File: config.mk
export PLATFORM = sky130hd
export DESIGN_NAME = tone_generator_flat
export DESIGN_NICKNAME = d
export VERILOG_FILES = /design/src/rtl/tone_if.sv /design/src/rtl/tone_generator.sv /design/src/flat_wrapper.sv
export SDC_FILE = /design/constraint.sdc
export NUM_CORES = 1
export LEC_CHECK = 0
export ABC_AREA = 1
export BUFFER_PORTS_ARGS = -buffer_cell sky130_fd_sc_hd__buf_4
export CAP_MARGIN = 15
export CORE_MARGIN = 5
export CORE_UTILIZATION = 55
export DETAILED_ROUTE_END_ITERATION = 7
export HOLD_SLACK_MARGIN = 0.1
export PLACE_DENSITY = 0.74
export SLEW_MARGIN = 20
export SYNTH_ARGS = -nofsm -noshare
export SYNTH_HDL_FRONTEND = slang
export SYNTH_SLANG_ARGS = --single-unit
File: constraint.sdc
create_clock -name clk -period 9.1 [get_ports clk]
set_input_delay 0.455 -clock clk [delete_from_list [all_inputs] [get_ports clk]]
set_output_delay 0.455 -clock clk [all_outputs]
set_load 0.1 [all_outputs]
File: src/rtl/tone_if.sv
// Sequencer-to-tone-generator link.
//   note_code : {octave[6:4], note[3:0]} driven by the sequencer
//   volume    : 4-bit PWM level, 0 = mute
//   sq_out    : raw square wave from the generator
//   audio_out : PWM-gated square wave for the speaker pin
//   active    : high while a pitched note is being played
interface tone_if;
  logic [6:0] note_code;
  logic [3:0] volume;
  logic       sq_out;
  logic       audio_out;
  logic       active;

  modport master (
    output note_code,
    output volume,
    input  sq_out,
    input  audio_out,
    input  active
  );

  modport slave (
    input  note_code,
    input  volume,
    output sq_out,
    output audio_out,
    output active
  );
endinterface

File: src/rtl/tone_generator.sv
// Square-wave tone generator with PWM volume gate.
// Divides clk by a per-note half-period (C..B table for octave 0) shifted
// right by the octave field. Pitch changes are deferred to the next toggle
// so a half-cycle is never cut short; silencing is immediate.
// Ports:
//   clk   : system clock, rising edge
//   rst_n : asynchronous active-low reset
//   tif   : tone_if.slave (note_code, volume in; sq_out, audio_out, active out)
module tone_generator #(
  parameter int MAX_OCTAVE  = 4,
  parameter int SILENT_NOTE = 14,
  parameter int CNT_W       = 17
) (
  input  logic   clk,
  input  logic   rst_n,
  tone_if.slave  tif
);

  localparam logic [6:0] SILENT_CODE = {3'b000, 4'(SILENT_NOTE)};

  typedef enum logic {S_SILENT, S_PLAYING} state_t;

  state_t           state_q, state_d;
  logic [CNT_W-1:0] cnt_q, cnt_d;
  logic             sq_q, sq_d;
  logic [6:0]       applied_q, applied_d;
  logic [6:0]       pend_q, pend_d;
  logic             pend_vld_q, pend_vld_d;
  logic [6:0]       next_code;
  logic [3:0]       pwm_cnt_q;
  logic             audio_q;

  function automatic logic is_pitched(input logic [6:0] code);
    return (int'(code[3:0]) != SILENT_NOTE) && (code[3:0] < 4'd12) &&
           (int'(code[6:4]) <= MAX_OCTAVE);
  endfunction

  // Octave-0 half periods, round(8e6/f) for C2..B2.
  function automatic logic [CNT_W-1:0] half_period(input logic [6:0] code);
    logic [CNT_W-1:0] base;
    case (code[3:0])
      4'd0:    base = CNT_W'(122312);
      4'd1:    base = CNT_W'(115447);
      4'd2:    base = CNT_W'(108968);
      4'd3:    base = CNT_W'(102852);
      4'd4:    base = CNT_W'(97079);
      4'd5:    base = CNT_W'(91630);
      4'd6:    base = CNT_W'(86487);
      4'd7:    base = CNT_W'(81633);
      4'd8:    base = CNT_W'(77051);
      4'd9:    base = CNT_W'(72727);
      4'd10:   base = CNT_W'(68645);
      4'd11:   base = CNT_W'(64792);
      default: base = '0;
    endcase
    return base >> code[6:4];
  endfunction

  // Pitch used by a toggle: the pending code if one was latched before this edge.
  assign next_code = pend_vld_q ? pend_q : applied_q;

  always_comb begin
    state_d    = state_q;
    cnt_d      = cnt_q;
    sq_d       = sq_q;
    applied_d  = applied_q;
    pend_d     = pend_q;
    pend_vld_d = pend_vld_q;
    case (state_q)
      S_SILENT: begin
        if (is_pitched(tif.note_code)) begin
          state_d    = S_PLAYING;
          applied_d  = tif.note_code;
          cnt_d      = half_period(tif.note_code) - CNT_W'(1);
          pend_vld_d = 1'b0;
        end
      end
      S_PLAYING: begin
        if (!is_pitched(tif.note_code)) begin
          state_d    = S_SILENT;
          sq_d       = 1'b0;
          cnt_d      = '0;
          pend_vld_d = 1'b0;
        end else if (cnt_q == '0) begin
          // A code first seen on this edge waits for the following toggle.
          sq_d       = ~sq_q;
          applied_d  = next_code;
          cnt_d      = half_period(next_code) - CNT_W'(1);
          pend_d     = tif.note_code;
          pend_vld_d = (tif.note_code != next_code);
        end else begin
          // Last different code wins; returning to the applied code clears it.
          cnt_d      = cnt_q - CNT_W'(1);
          pend_d     = tif.note_code;
          pend_vld_d = (tif.note_code != applied_q);
        end
      end
      default: state_d = S_SILENT;
    endcase
  end

  // Tone stage
  always_ff @(posedge clk or negedge rst_n) begin
    if (!rst_n) begin
      state_q    <= S_SILENT;
      cnt_q      <= '0;
      sq_q       <= 1'b0;
      applied_q  <= SILENT_CODE;
      pend_q     <= SILENT_CODE;
      pend_vld_q <= 1'b0;
    end else begin
      state_q    <= state_d;
      cnt_q      <= cnt_d;
      sq_q       <= sq_d;
      applied_q  <= applied_d;
      pend_q     <= pend_d;
      pend_vld_q <= pend_vld_d;
    end
  end

  // PWM gate stage: one cycle behind sq_out
  always_ff @(posedge clk or negedge rst_n) begin
    if (!rst_n) begin
      pwm_cnt_q <= '0;
      audio_q   <= 1'b0;
    end else begin
      pwm_cnt_q <= pwm_cnt_q + 4'd1;
      audio_q   <= sq_q & (pwm_cnt_q < tif.volume);
    end
  end

  assign tif.sq_out    = sq_q;
  assign tif.audio_out = audio_q;
  assign tif.active    = (state_q == S_PLAYING);

endmodule

File: src/flat_wrapper.sv
// flat-port wrapper written by rule: the top's interface ports become plain ports
module tone_generator_flat 
#(
  parameter int MAX_OCTAVE  = 4,
  parameter int SILENT_NOTE = 14,
  parameter int CNT_W       = 17
)
  (clk, rst_n, tif_note_code, tif_volume, tif_sq_out, tif_audio_out, tif_active);
  tone_if tif_i ();
  input  logic clk;
  input  logic rst_n;
  input wire logic [$bits(tif_i.note_code)-1:0] tif_note_code;
  input wire logic [$bits(tif_i.volume)-1:0] tif_volume;
  output wire logic [$bits(tif_i.sq_out)-1:0] tif_sq_out;
  output wire logic [$bits(tif_i.audio_out)-1:0] tif_audio_out;
  output wire logic [$bits(tif_i.active)-1:0] tif_active;
  assign tif_i.note_code = tif_note_code;
  assign tif_i.volume = tif_volume;
  assign tif_sq_out = tif_i.sq_out;
  assign tif_audio_out = tif_i.audio_out;
  assign tif_active = tif_i.active;
  tone_generator #(.MAX_OCTAVE(MAX_OCTAVE), .SILENT_NOTE(SILENT_NOTE), .CNT_W(CNT_W)) u_core (.clk(clk), .rst_n(rst_n), .tif(tif_i));
endmodule
# ---- Word-level counts from Yosys, hierarchy flattened
# Memories as Yosys holds them, arrays and structs flattened.
# Index checks and enable logic that the tools add are counted.
dict set report word_totals {
  regBits 39
  rom_bits 544
  inputBits 13
  out_inout_bits 3
  elab_cells 56
  memories 2
}
# name depth word_bits read_ports rd_ports_with_merged_regs wr line
set memory_table {}
lappend memory_table {{(no name shown)} 16 17 1 0 0 tone_generator.sv:41} ;# case (code[3:0])
lappend memory_table {{(no name shown)} 16 17 1 0 0 tone_generator.sv:41}
dict set report op_classes {
  n_addsub 4
  order_cmp 3
  eq_ne 7
  shift 2
  n_mux 21
  bitwise 3
  n_reduce_logical 6
}
# cell count
set op_table {}
lappend op_table {{17-bit two-way mux} 8}
lappend op_table {{17-bit by 1-bit subtractor with 17-bit output (second input constant)} 3}
lappend op_table {{17-bit case mux with 2 select lines} 1}
lappend op_table {{17-bit by 3-bit right shift with 17-bit output} 2}
lappend op_table {{7-bit two-way mux} 4}
lappend op_table {{17-bit zero test} 1}
lappend op_table {{7-bit inequality test} 2}
lappend op_table {{7-bit case mux with 2 select lines} 1}
lappend op_table {{1-bit two-way mux} 6}
lappend op_table {{2-bit inequality test (second input constant)} 3}
lappend op_table {{4-bit by 1-bit adder with 4-bit output (second input constant)} 1}
lappend op_table {{4-bit less-than comparator} 1}
lappend op_table {{4-bit less-than comparator (second input constant)} 1}
lappend op_table {{4-bit by 2-bit inequality test with 1-bit output (second input constant)} 1}
lappend op_table {{2-bit AND reduction} 2}
lappend op_table {{3-bit less-or-equal comparator (second input constant)} 1}
lappend op_table {{3-bit AND reduction} 1}
lappend op_table {{1-bit logical AND} 2}
lappend op_table {{2-bit by 1-bit inequality test with 1-bit output (second input constant)} 1}
lappend op_table {{1-bit inverter} 2}
lappend op_table {{1-bit case mux with 2 select lines} 1}
lappend op_table {{1-bit bitwise AND} 1}

# ---- Depth between registers and ports, before layout
dict set report logic_depth {
  depth_word 10
  ltp_mapped 28
  depth_no_buf 28
}

# ---- Worst setup path after synthesis
# OpenSTA, ideal clock, no wires.
dict set report synth_timing {
  kind {input-to-reg}
  startpoint {in tif_note_code[0]}
  endpoint {reg u_core.cnt_q[12]}
  setup_ps 126
  t_arrival_ps 2816
  t_required_ps 8974
  path_slack_ps 6158
  path_stages 18
  n_path_buf 1
  path_cell_list {clkbuf_1 -> inv_1 -> ha_1 -> o21ai_0 -> o21ai_0 -> o21ai_0 -> nand2_1 -> nand2_1 -> o21ai_0 -> inv_1 -> ha_1 -> nand2_1 -> nor2_1 -> nand3_1 -> nand2_1 -> nand2_1 -> o21ai_0 -> a21oi_1}
}
dict set report synth_via {
  elab_chain_cells 7
  word_cells_on_any_way 13
  classes_between {add/sub (1); order compare (1); eq/ne (2); shift (1); mux (5); reduce/logical (2); memory (1)}
}
# element line
set synth_lines {}
lappend synth_lines {{start, declared} flat_wrapper.sv:12} ;# input wire logic [$bits(tif_i.note_code)-1:0] tif_note_code;
lappend synth_lines {{memory 16 x 17 bit} --}
lappend synth_lines {{17-bit two-way mux} tone_generator.sv:71} ;# if (is_pitched(tif.note_code)) begin
lappend synth_lines {{17-bit two-way mux} tone_generator.sv:69} ;# case (state_q)
lappend synth_lines {{17-bit by 3-bit right shift with 17-bit output} tone_generator.sv:56} ;# return base >> code[6:4];
lappend synth_lines {{17-bit by 1-bit subtractor with 17-bit output} tone_generator.sv:74} ;# cnt_d = half_period(tif.note_code) - CNT_W'(1);
lappend synth_lines {{17-bit two-way mux} tone_generator.sv:71}
lappend synth_lines {{17-bit case mux with 2 select lines} tone_generator.sv:69}
lappend synth_lines {{end signal, assigned} tone_generator.sv:113} ;# cnt_q <= cnt_d;
lappend synth_lines {{end, declared} tone_generator.sv:24} ;# logic [CNT_W-1:0] cnt_q, cnt_d;
# Parallel ways exist; a longest one is shown, timed or not. The select of a mux whose other input is x is not followed.
# A chain may end at the register's enable or synchronous reset.

# ---- Worst setup path after layout
dict set report layout_timing {
  startpoint {reg u_core.pend_vld_q}
  endpoint {reg u_core.cnt_q[14]}
}
dict set report layout_via {
  elab_chain_cells 10
}
# element line
set layout_lines {}
lappend layout_lines {{start, declared} tone_generator.sv:28} ;# logic pend_vld_q, pend_vld_d;
lappend layout_lines {{start signal, assigned} tone_generator.sv:117} ;# pend_vld_q <= pend_vld_d;
lappend layout_lines {{7-bit two-way mux *} tone_generator.sv:60} ;# assign next_code = pend_vld_q ? pend_q : applied_q;
lappend layout_lines {{memory 16 x 17 bit} --}
lappend layout_lines {{17-bit two-way mux} tone_generator.sv:84} ;# end else if (cnt_q == '0) begin
lappend layout_lines {{17-bit two-way mux} tone_generator.sv:79} ;# if (!is_pitched(tif.note_code)) begin
lappend layout_lines {{17-bit two-way mux} tone_generator.sv:69}
lappend layout_lines {{17-bit by 3-bit right shift with 17-bit output *} tone_generator.sv:56}
lappend layout_lines {{17-bit by 1-bit subtractor with 17-bit output *} tone_generator.sv:88} ;# cnt_d = half_period(next_code) - CNT_W'(1);
lappend layout_lines {{17-bit two-way mux *} tone_generator.sv:84}
lappend layout_lines {{17-bit two-way mux *} tone_generator.sv:79}
lappend layout_lines {{17-bit case mux with 2 select lines *} tone_generator.sv:69}
# Every way passes the cells marked *; elsewhere a longest branch is shown, timed or not. The select of a mux whose other input is x is not followed.

==> impl_metrics.json <==
{
  "synthFlopType": "dfrtp_1",
  "grt_pass1_vias": 5354,
  "cts_buffer_depth": 2,
  "hpwl_mm": 11.9,
  "fin_worst_skew_ps": 10.6,
  "drive_gt1_share_pct": 6.58,
  "p_leak_uw": 0.00274,
  "postCtsSetupRepairBufs": 0,
  "vias": 5746,
  "groute.usage.overall_pct": 27.7,
  "grt_first_pass_wirelength_mm": 25.6,
  "startpoint_type": "flop",
  "max-cap-violations": 0,
  "synth_edf_count": 0,
  "rsz0062_at_grt": "false",
  "gp_congestion": 0.922,
  "critPathCaptureType": "flop",
  "initial_core_util_pct": 55.8,
  "slew_headroom_pct": 29.6,
  "finalWorstPathRequiredPeriod_ps": 3870,
  "vias_per_cell": 5.79,
  "critPathArrivalTime_ps": 4070,
  "cts_root_buf": "clkbuf_8",
  "synthCells": 897,
  "syn-num-nets": 931,
  "crit_family": "simple AND/OR/NAND/NOR gates",
  "clkSlewWorstSetupHoldPaths_ps": 90,
  "path_class": "flop to flop",
  "synth-seq-cells": 39,
  "drtPass1Iterations": 6,
  "netlist_area_mm2": 0.00508,
  "avgSynthCellArea_um2": 5.67,
  "antenna_cells": 0,
  "seq_area_frac_synth_pct": 19.4,
  "cts_buffers": 5,
  "crit_top_cell": "nand2_1",
  "fmax_mhz": 258,
  "core_mm2": 0.00911,
  "peakVddDrop_mv": 0.0683,
  "die_h_um": 106,
  "cp_slowest_cell": "dfrtp_1",
  "ctsResizeCount": 0,
  "outcome": "completed",
  "grt_max_degree": 40,
  "ctsHtreeMaxLevel": 2,
  "setup_tns_ps": 0,
  "yosys_warnings": 0,
  "holdBufCountCts": 0,
  "fin_crit_sh_pct": 42.5,
  "rows": 35,
  "path_buf_inv": 5,
  "hold_violations": 0,
  "numClockSinks": 39,
  "worst_slew_pin_slew_ps": 1060,
  "slowest_delay_ps": 580,
  "gr-total-overflow": 0,
  "die_x_um": 106,
  "clkLatencyLatePin_ps": 300,
  "post_drt_wl_per_cell_um": 15.2,
  "syn_to_final_growth_pct": 4.01,
  "maxSlewViolCount": 0,
  "setup-violations-final": 0,
  "io_pins": 16,
  "drc_errors": 0,
  "crit_required_ps": 9300,
  "fin_hold_ws_ps": 113,
  "antenna_found_initial": 0,
  "holdCritPathClass": "primary input to async pin",
  "synth_cell_types": 41,
  "drt_iter0_markers": 515,
  "p_per_area_mw_per_mm2": 191,
  "ant_nets": 0,
  "cts_tree": "yes",
  "crit_fanout": 14,
  "synthArstFlopShare_pct": 100,
  "port_buffers": 15,
  "wl_mm": 15.1,
  "dieArea_mm2": 0.0113,
  "nets": 915
}
routing by layer:
| metal | vias to the layer above | GRT usage, % | part of all wire [%] |
|---|---|---|---|
| met1 | 2611 | 36.4 | 44 |
| li1 | 2895 | - | - |
| met5 | - | 0 | 0 |
| met4 | 0 | 9.90 | 3.0 |
| met2 | 201 | 47.3 | 47 |
| met3 | 39 | 2.43 | 5.9 |
sequential cells by signal (all words and copies together) (netlist names):
name and count:
u_core.applied_q 7, u_core.cnt_q 17, u_core.pend_q 7, u_core.pend_vld_q 1
u_core.pwm_cnt_q 4, u_core.tif.active 1, u_core.tif.audio_out 1, u_core.tif.sq_out 1
synth_stat cells, types with 3 or more instances:
cell	number	area share (%)
nand2_1	296	22
nand3_1	152	15
inv_1	83	6.1
nor2_1	70	5.2
o21ai_0	66	6.5
dfrtp_1	33	16
a21oi_1	26	2.6
ha_1	21	5.2
clkbuf_1	20	1.5
o211ai_1	16	2.4
xor2_1	14	2.4
nand4_1	13	1.6
buf_2	12	1.2
dfstp_2	6	3.1
o21ai_1	6	0.59
clkinv_1	5	0.37
or2_2	5	0.62
inv_2	4	0.30
nor2_2	4	0.49
a31oi_1	3	0.37
buf_4	3	0.44
buf_6	3	0.66
nand2_2	3	0.37
nand3_2	3	0.59
nor3_1	3	0.30
o21a_1	3	0.44
o21ai_2	3	0.52
xnor2_1	3	0.52
layout make-up:
class                      instances  area (um^2)
sequential                        39          983
inverter                          92          345
clock inverter                     3         67.6
fill                             964         3820
timing repair buffer              17          128
clock buffer                       5         68.8
tap                              111          139
multi-input combinational        726         3550
cell usage in the layout (no fill, tap or decap), types with 2 or more instances in the layout:
cell and n:
or2_2 5, nor2_1 70, xor2_1 14, o21ai_0 66, nand2_1 296, nand2_4 2
o211ai_1 16, nand4_1 13, inv_1 83, dfrtp_1 33, nor2_2 4, clkbuf_8 5
and3_1 2, nand3_2 3, nand2_2 3, buf_4 17, nor3_1 3, a21oi_1 26
nand3_1 152, bufinv_16 2, o21a_1 3, o21ai_2 3, clkinv_1 5, o22ai_1 2
inv_2 4, a31oi_1 3, o21ai_1 6, dfstp_2 6, nand3b_2 2, ha_1 21
xnor2_1 3
through the flow:
stage	util [%]	instances	instance area, um^2	total power, uW	setup slack [ps]
floorplan	-	897	5080	694	6160
global placement	56.5	985	5150	817	5330
detailed placement	56.5	985	5150	825	5300
CTS	58.0	993	5290	1000	5250
global route	58.0	993	5290	1100	4720
finish	58.0	993	5290	1010	5230
logic make-up (layout without fill, tap and decap cells):
family	count (synthesis)	count (layout)	synth area share [%]
simple gates	560	560	47.8
fa+ha+maj	21	21	5.17
flops	39	39	19.4
compound gates	128	128	14.0
xor+xnor	17	17	2.93
buf+inv	132	117	10.7
report_power, final:
part / switching, uW / internal (uW)
Clock: 65.4 / 109
Sequential: 24.3 / 207
Combinational: 423 / 182
final timing paths:
check	start	end	slack, ps	cells past startpoint
setup reg to reg	u_core.pend_vld_q$_DFFE_PN0P_	u_core.cnt_q[14]$_DFFE_PN0P_	5230	25
max in group asynchronous	rst_n	u_core.applied_q[2]$_DFFE_PN1P_	8630	1
hold reg to reg	u_core.pwm_cnt_q[0]$_DFF_PN0_	u_core.pwm_cnt_q[0]$_DFF_PN0_	480	1
min in group clk	tif_note_code[1]	u_core.applied_q[1]$_DFFE_PN1P_	460	3
setup / recovery	u_core.pend_vld_q$_DFFE_PN0P_	u_core.cnt_q[14]$_DFFE_PN0P_	5230	25
hold / removal	rst_n	u_core.tif.audio_out$_DFF_PN0_	110	1
No activity file was read; power rests on OpenSTA's default activity.
